===== src/rtl/byteswap_pkg.sv =====
`default_nettype none
// ============================================================================
//  Module   : byteswap_pkg
//  Brief    : Shared types and default widths for the byteswap job sequencer.
//  Revision : 1.0
// ============================================================================
package byteswap_pkg;

    localparam int C_ADDR_WIDTH_DEF      = 64;
    localparam int C_XFER_SIZE_WIDTH_DEF = 32;
    localparam int C_DW_BYTES_DEF        = 64;
    localparam int C_CHUNK_BYTES_DEF     = 4096;
    localparam int C_QUEUE_DEPTH_DEF     = 4;

    // Queue entries are sized at the default widths; wider instances are not supported.
    typedef struct packed {
        logic [C_ADDR_WIDTH_DEF-1:0]      addr;
        logic [C_XFER_SIZE_WIDTH_DEF-1:0] bytes;
    } job_t;

    typedef enum logic [2:0] {
        S_IDLE  = 3'd0,
        S_LOAD  = 3'd1,
        S_START = 3'd2,
        S_WAIT  = 3'd3,
        S_NEXT  = 3'd4
    } seq_state_t;

endpackage
`default_nettype wire


===== src/rtl/byteswap_job_fifo.sv =====
`default_nettype none
// ============================================================================
//  Module   : byteswap_job_fifo
//  Brief    : Synchronous job-descriptor FIFO with registered occupancy flags.
//  Revision : 1.0
// ============================================================================
module byteswap_job_fifo
    import byteswap_pkg::*;
#(
    parameter int C_DEPTH = C_QUEUE_DEPTH_DEF
) (
    input  logic                     ap_clk,
    input  logic                     areset,
    input  logic                     push,
    input  job_t                     push_data,
    input  logic                     pop,
    output job_t                     pop_data,
    output logic                     full,
    output logic                     empty,
    output logic [$clog2(C_DEPTH):0] level
);

    localparam int C_PTR_W = $clog2(C_DEPTH);
    localparam int C_CNT_W = C_PTR_W + 1;

    job_t               mem_q [C_DEPTH];
    logic [C_PTR_W-1:0] wr_ptr_q, wr_ptr_d;
    logic [C_PTR_W-1:0] rd_ptr_q, rd_ptr_d;
    logic [C_CNT_W-1:0] count_q, count_d;
    logic               full_q, full_d;
    logic               empty_q, empty_d;

    always_comb begin
        wr_ptr_d = wr_ptr_q + C_PTR_W'(push);
        rd_ptr_d = rd_ptr_q + C_PTR_W'(pop);
        count_d  = count_q + C_CNT_W'(push) - C_CNT_W'(pop);
        full_d   = (count_d == C_CNT_W'(C_DEPTH));
        empty_d  = (count_d == '0);
    end

    always_ff @(posedge ap_clk) begin
        if (areset) begin
            wr_ptr_q <= '0;
            rd_ptr_q <= '0;
            count_q  <= '0;
            full_q   <= 1'b0;
            empty_q  <= 1'b1;
        end else begin
            wr_ptr_q <= wr_ptr_d;
            rd_ptr_q <= rd_ptr_d;
            count_q  <= count_d;
            full_q   <= full_d;
            empty_q  <= empty_d;
        end
    end

    // Storage needs no reset: the pointers alone decide what is valid.
    always_ff @(posedge ap_clk) begin
        if (push) begin
            mem_q[wr_ptr_q] <= push_data;
        end
    end

    assign pop_data = mem_q[rd_ptr_q];
    assign full     = full_q;
    assign empty    = empty_q;
    assign level    = count_q;

endmodule
`default_nettype wire


===== src/rtl/byteswap_job_sequencer.sv =====
`default_nettype none
// ============================================================================
//  Module   : byteswap_job_sequencer
//  Brief    : Queues byteswap jobs and issues them to the AXI masters in chunks.
//  Revision : 1.0
// ============================================================================
module byteswap_job_sequencer
    import byteswap_pkg::*;
#(
    parameter int C_ADDR_WIDTH      = C_ADDR_WIDTH_DEF,
    parameter int C_XFER_SIZE_WIDTH = C_XFER_SIZE_WIDTH_DEF,
    parameter int C_DW_BYTES        = C_DW_BYTES_DEF,
    parameter int C_CHUNK_BYTES     = C_CHUNK_BYTES_DEF,
    parameter int C_QUEUE_DEPTH     = C_QUEUE_DEPTH_DEF
) (
    input  logic                         ap_clk,
    input  logic                         areset,
    input  logic                         job_valid,
    output logic                         job_ready,
    input  logic [C_ADDR_WIDTH-1:0]      job_addr,
    input  logic [C_XFER_SIZE_WIDTH-1:0] job_bytes,
    output logic                         ctrl_start,
    output logic [C_ADDR_WIDTH-1:0]      ctrl_addr_offset,
    output logic [C_XFER_SIZE_WIDTH-1:0] ctrl_xfer_bytes,
    input  logic                         rd_done,
    input  logic                         wr_done,
    output logic                         job_done,
    output logic [15:0]                  jobs_completed,
    output logic                         err_unaligned,
    output logic                         seq_idle
);

    localparam int C_DW_LSB = $clog2(C_DW_BYTES);
    localparam int C_LVL_W  = $clog2(C_QUEUE_DEPTH) + 1;
    localparam logic [C_XFER_SIZE_WIDTH-1:0] C_CHUNK = C_XFER_SIZE_WIDTH'(C_CHUNK_BYTES);

    seq_state_t                   state_q, state_d;
    logic [C_ADDR_WIDTH-1:0]      rem_addr_q, rem_addr_d;
    logic [C_XFER_SIZE_WIDTH-1:0] rem_bytes_q, rem_bytes_d;
    logic [C_ADDR_WIDTH-1:0]      ctrl_addr_q, ctrl_addr_d;
    logic [C_XFER_SIZE_WIDTH-1:0] ctrl_bytes_q, ctrl_bytes_d;
    logic                         rd_seen_q, rd_seen_d;
    logic                         wr_seen_q, wr_seen_d;
    logic                         ctrl_start_q, ctrl_start_d;
    logic                         job_done_q, job_done_d;
    logic [15:0]                  jobs_completed_q, jobs_completed_d;
    logic                         err_unaligned_q, err_unaligned_d;
    logic                         seq_idle_q, seq_idle_d;
    logic [C_XFER_SIZE_WIDTH-1:0] bytes_left;

    job_t               push_job;
    job_t               head_job;
    logic               push;
    logic               pop;
    logic               fifo_full;
    logic               fifo_empty;
    logic [C_LVL_W-1:0] fifo_level;
    logic [C_LVL_W-1:0] level_next;

    assign push_job.addr  = C_ADDR_WIDTH_DEF'(job_addr);
    assign push_job.bytes = C_XFER_SIZE_WIDTH_DEF'(job_bytes);
    assign push           = job_valid & ~fifo_full;
    assign pop            = (state_q == S_IDLE) & ~fifo_empty;
    assign level_next     = fifo_level + C_LVL_W'(push) - C_LVL_W'(pop);

    byteswap_job_fifo #(
        .C_DEPTH (C_QUEUE_DEPTH)
    ) u_fifo (
        .ap_clk    (ap_clk),
        .areset    (areset),
        .push      (push),
        .push_data (push_job),
        .pop       (pop),
        .pop_data  (head_job),
        .full      (fifo_full),
        .empty     (fifo_empty),
        .level     (fifo_level)
    );

    always_comb begin
        state_d          = state_q;
        rem_addr_d       = rem_addr_q;
        rem_bytes_d      = rem_bytes_q;
        ctrl_addr_d      = ctrl_addr_q;
        ctrl_bytes_d     = ctrl_bytes_q;
        rd_seen_d        = rd_seen_q;
        wr_seen_d        = wr_seen_q;
        ctrl_start_d     = 1'b0;
        job_done_d       = 1'b0;
        jobs_completed_d = jobs_completed_q;
        err_unaligned_d  = err_unaligned_q;
        bytes_left       = rem_bytes_q - ctrl_bytes_q;

        case (state_q)
            S_IDLE: begin
                if (pop) begin
                    rem_addr_d  = head_job.addr[C_ADDR_WIDTH-1:0];
                    rem_bytes_d = head_job.bytes[C_XFER_SIZE_WIDTH-1:0];
                    state_d     = S_LOAD;
                end
            end
            S_LOAD: begin
                if ((rem_addr_q[C_DW_LSB-1:0] != '0) || (rem_bytes_q[C_DW_LSB-1:0] != '0)) begin
                    err_unaligned_d = 1'b1;
                    state_d         = S_IDLE;
                end else if (rem_bytes_q == '0) begin
                    job_done_d       = 1'b1;
                    jobs_completed_d = jobs_completed_q + 16'd1;
                    state_d          = S_IDLE;
                end else begin
                    ctrl_addr_d  = rem_addr_q;
                    ctrl_bytes_d = (rem_bytes_q > C_CHUNK) ? C_CHUNK : rem_bytes_q;
                    rd_seen_d    = 1'b0;
                    wr_seen_d    = 1'b0;
                    ctrl_start_d = 1'b1;
                    state_d      = S_START;
                end
            end
            S_START: begin
                state_d = S_WAIT;
            end
            S_WAIT: begin
                // Exit is decided on the registered flags, so a pulse is absorbed first.
                rd_seen_d = rd_seen_q | rd_done;
                wr_seen_d = wr_seen_q | wr_done;
                if (rd_seen_q && wr_seen_q) begin
                    state_d = S_NEXT;
                end
            end
            S_NEXT: begin
                rem_addr_d  = rem_addr_q + C_ADDR_WIDTH'(ctrl_bytes_q);
                rem_bytes_d = bytes_left;
                if (bytes_left == '0) begin
                    job_done_d       = 1'b1;
                    jobs_completed_d = jobs_completed_q + 16'd1;
                    state_d          = S_IDLE;
                end else begin
                    state_d = S_LOAD;
                end
            end
            default: begin
                state_d = S_IDLE;
            end
        endcase

        seq_idle_d = (state_d == S_IDLE) && (level_next == '0);
    end

    always_ff @(posedge ap_clk) begin
        if (areset) begin
            state_q          <= S_IDLE;
            rem_addr_q       <= '0;
            rem_bytes_q      <= '0;
            ctrl_addr_q      <= '0;
            ctrl_bytes_q     <= '0;
            rd_seen_q        <= 1'b0;
            wr_seen_q        <= 1'b0;
            ctrl_start_q     <= 1'b0;
            job_done_q       <= 1'b0;
            jobs_completed_q <= '0;
            err_unaligned_q  <= 1'b0;
            seq_idle_q       <= 1'b1;
        end else begin
            state_q          <= state_d;
            rem_addr_q       <= rem_addr_d;
            rem_bytes_q      <= rem_bytes_d;
            ctrl_addr_q      <= ctrl_addr_d;
            ctrl_bytes_q     <= ctrl_bytes_d;
            rd_seen_q        <= rd_seen_d;
            wr_seen_q        <= wr_seen_d;
            ctrl_start_q     <= ctrl_start_d;
            job_done_q       <= job_done_d;
            jobs_completed_q <= jobs_completed_d;
            err_unaligned_q  <= err_unaligned_d;
            seq_idle_q       <= seq_idle_d;
        end
    end

    assign job_ready        = ~fifo_full;
    assign ctrl_start       = ctrl_start_q;
    assign ctrl_addr_offset = ctrl_addr_q;
    assign ctrl_xfer_bytes  = ctrl_bytes_q;
    assign job_done         = job_done_q;
    assign jobs_completed   = jobs_completed_q;
    assign err_unaligned    = err_unaligned_q;
    assign seq_idle         = seq_idle_q;

endmodule
`default_nettype wire


===== config.mk =====
export PLATFORM = sky130hd
export DESIGN_NAME = byteswap_job_sequencer
export DESIGN_NICKNAME = d
export VERILOG_FILES = /design/src/rtl/byteswap_pkg.sv /design/src/rtl/byteswap_job_fifo.sv /design/src/rtl/byteswap_job_sequencer.sv
export SDC_FILE = /design/constraint.sdc
export NUM_CORES = 1
export LEC_CHECK = 0
export BUFFER_PORTS_ARGS = -buffer_cell sky130_fd_sc_hd__buf_2
export CAP_MARGIN = 20
export CELL_PAD_IN_SITES_DETAIL_PLACEMENT = 1
export CELL_PAD_IN_SITES_GLOBAL_PLACEMENT = 2
export CORE_AREA = 2 2 246 248
export DETAILED_ROUTE_END_ITERATION = 7
export DIE_AREA = 0 0 248 250
export PLACE_DENSITY_LB_ADDON = 0.05
export SYNTH_ARGS = -nofsm -noshare
export SYNTH_HDL_FRONTEND = slang
export SYNTH_SLANG_ARGS = --single-unit

===== constraint.sdc =====
create_clock -name ap_clk -period 30.2 [get_ports ap_clk]
set_clock_uncertainty 0.05 [all_clocks]
set_input_delay 6.04 -clock ap_clk [delete_from_list [all_inputs] [get_ports ap_clk]]
set_output_delay 6.04 -clock ap_clk [all_outputs]
set_load 0.02 [all_outputs]

; ---- Word-level counts from Yosys, hierarchy flattened
; Memories as Yosys holds them, arrays and structs flattened. A register that Yosys moved wholly into a read port is not among the register bits.
; Cells that the tools add are included.
[classes]
add_sub_neg = 7
n_mul = 0
n_div = 0
order_cmp = 1
n_eq_ne = 10
shift = 0
n_mux = 27
n_bitwise = 9
reduce_logical = 19
[op_table]
columns = op, n
row1 = 64-bit case mux with 2 select lines, 1
row2 = 64-bit by 32-bit adder with 64-bit output, 1
row3 = 32-bit zero test, 2
row4 = 32-bit two-way mux, 2
row5 = 64-bit two-way mux, 1
row6 = 32-bit case mux with 2 select lines, 1
row7 = 16-bit two-way mux, 3
row8 = 32-bit by 13-bit greater-than comparator with 1-bit output (second input constant), 1
row9 = 16-bit case mux with 2 select lines, 1
row10 = 32-bit subtractor, 1
row11 = 16-bit by 1-bit adder with 16-bit output (second input constant), 1
row12 = 3-bit case mux with 5 select lines, 1
row13 = 6-bit nonzero test, 2
row14 = 3-bit zero test, 3
row15 = 1-bit two-way mux, 9
row16 = 2-bit != test (second input constant), 4
row17 = 3-bit by 2-bit equality test with 1-bit output (second input constant), 2
row18 = 3-bit equality test (second input constant), 2
row19 = 2-bit two-way mux, 3
row20 = 3-bit two-way mux, 2
row21 = 1-bit case mux with 2 select lines, 3
row22 = 3-bit AND reduction, 2
row23 = 2-bit nonzero test, 3
row24 = 1-bit NOT, 5
row25 = 12 further kinds, 17
[word_totals]
register_bits = 226
latch_bits = 0
ram_bits = 384
mem_bits_ro = 0
inputBits = 101
output_inout_bits = 117
elab_cells = 91
n_memories = 1
[memory_table]
columns = name, words, width, read_ports, rd_clocked_by_memory_dff, wr, line_no
row1 = u_fifo.mem_q, 4, 96, 1, 1, 1, byteswap_job_fifo.sv:26  ; job_t mem_q [C_DEPTH];

; ---- Depth between registers and ports, before layout
; Gate-level depths: netlist of run 1.
[logic_depth]
word_depth = 6
depth_mapped = 16
depth_no_buf = 14

; ---- Hierarchy
; From an unflattened synthesis of run 1, not the netlist that was laid out.
[unflattened]
cells_unflattened = 2236
hier_area_um2 = 27093.5
[modules_own_cells]
columns = module, n_inst, cells_per_inst, area_per_inst_um2, seq_area_each_um2
row1 = byteswap_job_fifo, 1, 538, 14248.7, 11711.2
row2 = byteswap_job_sequencer, 1, 1698, 12844.8, 4344.2

; ---- Worst setup path before layout of run 1
; No wires, ideal clock.
[synth_timing]
kind = input to register
start = in job_valid
end = mem u_fifo.mem_q[0][0] in the netlist's numbering (enable)
setup_ns = 0.687
arrival_ns = 13.322
required_time_ns = 29.463
path_slack_ns = 16.141
cell_stages = 2
path_buffers = 0
path_cell_list = nor2b_1 nor3b_1
[synth_between]
elab_chain_cells = 3
[synth_rtl]
columns = item, line_no
row1 = start: declaration, byteswap_job_sequencer.sv:18  ; input logic job_valid,
row2 = 1-bit bitwise AND, byteswap_job_sequencer.sv:62  ; assign push = job_valid & ~fifo_full;
row3 = 1-bit two-way mux, byteswap_job_fifo.sv:59  ; if (push) begin
row4 = 1-bit two-way mux (implied by the code), byteswap_job_fifo.sv:60  ; mem_q[wr_ptr_q] <= push_data;
row5 = end: declaration, byteswap_job_fifo.sv:26
; Every way passes these cells.

==> results of run 1 <==
[cells in the final DEF, fill, tap and decap left out, drive strengths merged, types with 22 or more instances in the layout]
cell     count
nand4       33
a21o        33
nor3        44
a31oi       22
a222oi      24
a21oi      135
edfxtp     384
mux4        96
a2111oi     30
xor2        37
nand3       42
nand2      182
clkbuf      95
dfxtp      226
o21ai       51
nor2       198
and3        30
ha          68
nor2b       26
buf        244
xnor2       31
inv         55
clkinv      25
[routing by layer]
metal / GRT usage [%] / vias to the layer above
met5: 0 / -
met4: 6.78 / 4
met3: 3.72 / 90
met2: 42.1 / 432
met1: 35.7 / 9374
li1: - / 8414
[cells by family (layout without fill, tap and decap cells)]
logic type | after synthesis | in the layout
multiplexers | 112 | 112
buffers and inverters | 169 | 423
AND/OR/NAND/NOR | 651 | 651
flip-flops | 610 | 610
adder cells (fa/ha/maj) | 71 | 71
XOR/XNOR | 68 | 68
AO/OA/AOI/OAI | 417 | 417
[stage by stage]
| stage | cells | hold WS (ns) | instance area, µm² | util [%] |
|---|---|---|---|---|
| final | 3134 | 0.399 | 30400 | 51.1 |
| after global routing | 3134 | 0.423 | 30400 | 51.1 |
| after CTS | 3132 | 0.402 | 30400 | 51.1 |
| after detailed placement | 3006 | 0.395 | 28300 | 47.6 |
| after global placement | 3006 | 0.389 | 28300 | 47.6 |
| after floorplan | 2098 | 0.382 | 26500 | - |
[layout make-up]
class / instances / area, µm² / share of cell area (%)
Tap cell: 782 / 978 / 3.21
Clock buffer: 94 / 1880 / 6.19
Sequential cell: 610 / 16100 / 52.8
Clock inverter: 32 / 201 / 0.662
Inverter: 52 / 195 / 0.641
Multi-Input combinational cell: 1319 / 9810 / 32.2
Timing Repair Buffer: 245 / 1300 / 4.27
[path summary, 6_finish.rpt]
| path | from | to | cells after the start |
|---|---|---|---|
| setup / recovery | areset | rem_addr_q[32]$_SDFFE_PP0P_ | 7 |
| hold / removal | ctrl_addr_offset[22]$_SDFFE_PP0P_ | ctrl_addr_offset[22]$_SDFFE_PP0P_ | 2 |
| setup reg to reg | ctrl_xfer_bytes[0]$_SDFFE_PP0P_ | jobs_completed[15]$_SDFFE_PP0P_ | 14 |
| hold reg to reg | ctrl_addr_offset[22]$_SDFFE_PP0P_ | ctrl_addr_offset[22]$_SDFFE_PP0P_ | 2 |
[registers in the layout (all words and copies together), names as in the netlist, 2 cells and up]
| signal | cells |
|---|---|
| rem_addr_q | 64 |
| u_fifo.level | 3 |
| u_fifo.wr_ptr_q | 2 |
| ctrl_addr_offset | 64 |
| u_fifo.rd_ptr_q | 2 |
| jobs_completed | 16 |
| ctrl_xfer_bytes | 32 |
| rem_bytes_q | 32 |
| u_fifo.mem_q | 384 |
| state_q | 3 |
[report_power, final]
part	total (mW)	leakage, nW	switching, mW	internal, mW
Combinational	1.06	4.80	0.650	0.405
Sequential	1.09	5.36	0.103	0.992
Clock	0.779	1.01	0.332	0.447
Total	2.93	11.2	1.08	1.84
[critical path: cells and delay by family]
family                 cells  cell delay [ns]
buffers and inverters      3             1.91
AND/OR/NAND/NOR            2             0.52
AO/OA/AOI/OAI              2             0.27
==> results.txt, run 1 <==
setup_tns - 0 ns
synthesized area - 26,500 µm²
final slew viol count - 0
DR top layer - met5
simple-gate portion of the synthesized area - 11.6%
routed wl met3 - 3760 µm
Total Power - 2.93 mW
Worst EP arrival - 8.89 ns
maximum VDD drop - 0.0522 mV
Synthesis Warnings - 0
crit path max fanout - 97
Adder-Cell Fraction of Synth Area - 3.44%
synth top area cells - edfxtp_1 (44%), dfxtp_1 (17%), mux4_2 (8.2%)
Yosys top cell area share - 43.6%
Slew @ Worst Pin - 1.01 ns
1st-iter DRT viols - 1,244
post-detailed-route count of antenna-violating nets - 0
met2 WL - 38,500 µm
Initial Utilization - 44.4%
overall routed net length - 78,600 µm
Final setup viols - 0
mux cell area share after synthesis - 8.82%
WL/cell - 25.1 µm
Slew Limit Headroom - 32.8%
register area share after synthesis - 60.6%
Main synth FF type - edfxtp_1
largest net degree at the start of global routing - 98
PortBufs - 217
Rows - 90
asr flop ratio synth - 0%
Syn Nets - 2,270
grt ovf - 0
Post-route DRC - 0
Max Cap Viol - 0
XOR/XNOR share of the synthesized area - 2.25%
Crit Path Class - in2reg
syn avg cell area - 12.6 µm²
final hold violation count - 0
area delta synth->final - 15.0%
Fmax - 0.118 GHz
IO Count - 218
crit path cell chain - buf_6 -> buf_4 -> buf_4 -> or3_1 -> nor2_1 -> o21ai_0 -> o211ai_1
total global-route track usage - 25.7%
clk slew on worst S/H paths - 0.06 ns
compound-gate portion of the synthesized area - 10.7%
Critical Path RT - 30.61 ns
Startpoint Class - input port
minimum clock period - 8.48 ns
most common cell in the netlist - edfxtp_1
Post-CTS Setup Bufs - 0
most frequent cells after synthesis - edfxtp_1 (384), dfxtp_1 (226), nor2_1 (198), nand2_1 (182), a21oi_1 (135)
hold crit path type - reg2reg
first-pass GRT wire length - 120,000 µm
main combinational cell family by area after synthesis - simple AND/OR/NAND/NOR gates
Post-Synthesis Cells - 2,098
vias per cell - 5.84
Worst-Skew Late Latency - 0.60 ns
Die X - 248 µm
Clock Sinks - 610
layout cells sized above 1 - 19.7%
RSZ-0062 raised after global routing - false
hpwl dp - 53,500 µm
clock root cell - clkbuf_16
CP endpoint kind - register
cts hold-fix bufs - 0
leakage - 11.2 nW
Final WS setup - 21.72 ns
placer congestion estimate - 0.836
die area - 62,000 µm²
slowest CP cell - buf_4
H-tree lvl count - 3
die height - 250 µm
# resized after CTS - 0
cell accounting for the most synthesized area - edfxtp_1
number of synthesized flops with an enable pin - 384
initial antenna violation count - 3
vias in the first global route - 19,120
Pwr per Cell Area - 96.2 nW/µm²
Num CTS Buffers - 68
Synth Register Bits - 610
core region area - 59,600 µm²
Worst path most repeated cell - buf_4
drt pass-1 iters - 7
DR vias - 18,314
Final nets - 2,468
flop-to-flop setup slack - 24.62 ns
M1 WL - 34,800 µm
library cells used by synthesis - 78
Diodes inserted - 0
FILL cells - 6,081
status - finished, final reports clean
Tcrit/Tclk final - 28.1%
dpl ws - 21.07 ns
CTS Buffer Depth - 3
max incr delay on CP - 0.74 ns
CTS tree - yes
Note: power is estimated with default switching activity, not from simulation.
==> run 2: changes to the inputs <==
- CORE_AREA: 2 2 246 248 -> 2 2 255 257
- DIE_AREA: 0 0 248 250 -> 0 0 257 259
- clock period: 30.2 -> 8 ns (I/O delays scaled with it)
==> results.txt, run 2 (synthesis results as in run 1) <==
status - finished, final reports clean
Num CTS Buffers - 68
clock root cell - clkbuf_16
Finished Cell Area - 30,700 µm²
Internal - 7.03 mW
Fmax - 0.193 GHz
total global-route track usage - 24.2%
grt ovf - 0
Worst-Skew Late Latency - 0.62 ns
IO Count - 218
core region area - 63,900 µm²
Top delay family on crit path - compound AO/OA/AOI/OAI gates
Die X - 257 µm
Post-route DRC - 0
overall routed net length - 80,300 µm
DR vias - 18,256
vias per cell - 5.69
crit path max fanout - 21
WL/cell - 25.0 µm
initial antenna violation count - 12
Startpoint Class - register
vias in the first global route - 19,003
placer congestion estimate - 0.826
1st-iter DRT viols - 1,307
max incr delay on CP - 0.62 ns
commonest non-fill, non-tap cell in the layout - edfxtp_1
cts hold-fix bufs - 0
FILL cells - 6,561
Final setup viols - 0
CP endpoint kind - register
Pwr per Cell Area - 365 nW/µm²
final hold violation count - 0
die height - 259 µm
Slew @ Worst Pin - 1.05 ns
crit path cell chain - inv_1 -> ha_1 -> fa_1 -> nor2b_1 -> o2111ai_1 -> a311oi_1 -> o21ai_0 -> a21oi_1 -> a31oi_1 -> or4_1 -> or4_4 -> o41ai_4 -> buf_4 -> nand4_1 -> mux2_1
clk slew on worst S/H paths - 0.06 ns
Largest Register - u_fifo.mem_q
RSZ-0062 raised after global routing - false
Net Sw Frac - 37.2%
largest net degree at the start of global routing - 106
hold crit path type - reg2reg
Clock Sinks - 610
Flop pwr share - 36.8%
CTS tree - yes
setup_tns - 0 ns
H-tree lvl count - 3
Post-CTS Setup Bufs - 0
die area - 66,600 µm²
Rows - 93
CTS Buffer Depth - 3
minimum clock period - 5.19 ns
# resized after CTS - 0
Clk network pwr share - 27.5%
Worst EP arrival - 5.64 ns
final slew viol count - 0
Max Cap Viol - 0
leakage - 11.2 nW
most frequent cells in the layout - edfxtp_1 (384), dfxtp_1 (224), buf_2 (216), nor2_1 (194), nand2_1 (181)
Switch Pwr - 4.17 mW
Largest register FFs - 384
post-detailed-route count of antenna-violating nets - 0
DP Area - 28,500 µm²
hpwl dp - 55,200 µm
PortBufs - 217
maximum VDD drop - 0.216 mV
Comb power frac - 35.7%
Tcrit/Tclk final - 64.9%
layout cells sized above 1 - 19.7%
Crit Path Class - reg2reg
Final nets - 2,470
Critical Path RT - 8.45 ns
area delta synth->final - 16.0%
worst path buffer plus inverter count - 2
drt pass-1 iters - 7
Slew Limit Headroom - 28.0%
first-pass GRT wire length - 122,000 µm
slowest CP cell - a311oi_1
Initial Utilization - 41.4%
==> run 2: layer usage <==
| layer | part of all wire [%] | vias to the layer above | GRT usage [%] |
|---|---|---|---|
| met5 | 0.16 | - | 0 |
| met1 | 45 | 9289 | 33.7 |
| met3 | 5.1 | 136 | 4.71 |
| met2 | 46 | 415 | 38.1 |
| met4 | 3.0 | 20 | 8.20 |
| li1 | - | 8396 | - |
==> run 2: through the flow <==
stage	util, %	instances	power, mW	hold slack, ns	worst slack, ns
floorplan	-	2098	6.81	0.382	1.45
global placement	44.6	3081	8.16	0.386	3.02
CTS	48.0	3203	11.3	0.405	2.90
finish	48.1	3206	11.2	0.399	2.81
detailed placement	44.6	3081	8.19	0.389	2.91
global route	48.1	3206	11.8	0.420	2.58
==> run 2: power groups by stage <==
stage | Sequential (mW) | Clock [mW] | Combinational (mW)
after global placement | 4.18 | 0 | 3.99
final | 4.12 | 3.08 | 3.99
after detailed placement | 4.19 | 0 | 4.00
after floorplan | 4.02 | 0 | 2.79
after global routing | 4.17 | 3.27 | 4.40
after CTS | 4.13 | 3.15 | 4.02
==> run 2: area by class of cell <==
class	instances	area, µm²	share of cell area (%)
tap	855	1070	3.48
multi-input combinational	1319	9820	32.0
clock inverter	35	388	1.26
timing repair buffer	247	1350	4.40
antenna	1	2.50	0.00815
clock buffer	87	1810	5.91
sequential	610	16100	52.3
inverter	52	195	0.636
==> run 2: final timing paths <==
| path | slack [ns] | depth (start not counted) | end | from |
|---|---|---|---|---|
| setup / recovery | 2.81 | 15 | jobs_completed[10]$_SDFFE_PP0P_ | rem_bytes_q[0]$_SDFFE_PP0P_ |
| hold / removal | 0.40 | 1 | ctrl_addr_offset[2]$_SDFFE_PP0P_ | ctrl_addr_offset[2]$_SDFFE_PP0P_ |
| setup reg to reg | 2.81 | 15 | jobs_completed[10]$_SDFFE_PP0P_ | rem_bytes_q[0]$_SDFFE_PP0P_ |
| hold reg to reg | 0.40 | 1 | ctrl_addr_offset[2]$_SDFFE_PP0P_ | ctrl_addr_offset[2]$_SDFFE_PP0P_ |
==> run 2: worst reg2reg max path, delay by kind of cell, from the launching register on <==
kind	cells	cell delay, ns
buf+inv	2	0.37
fa+ha+maj	2	0.66
simple gates	4	1.36
compound gates	6	1.93
mux	1	0.34
flops	1	0.35
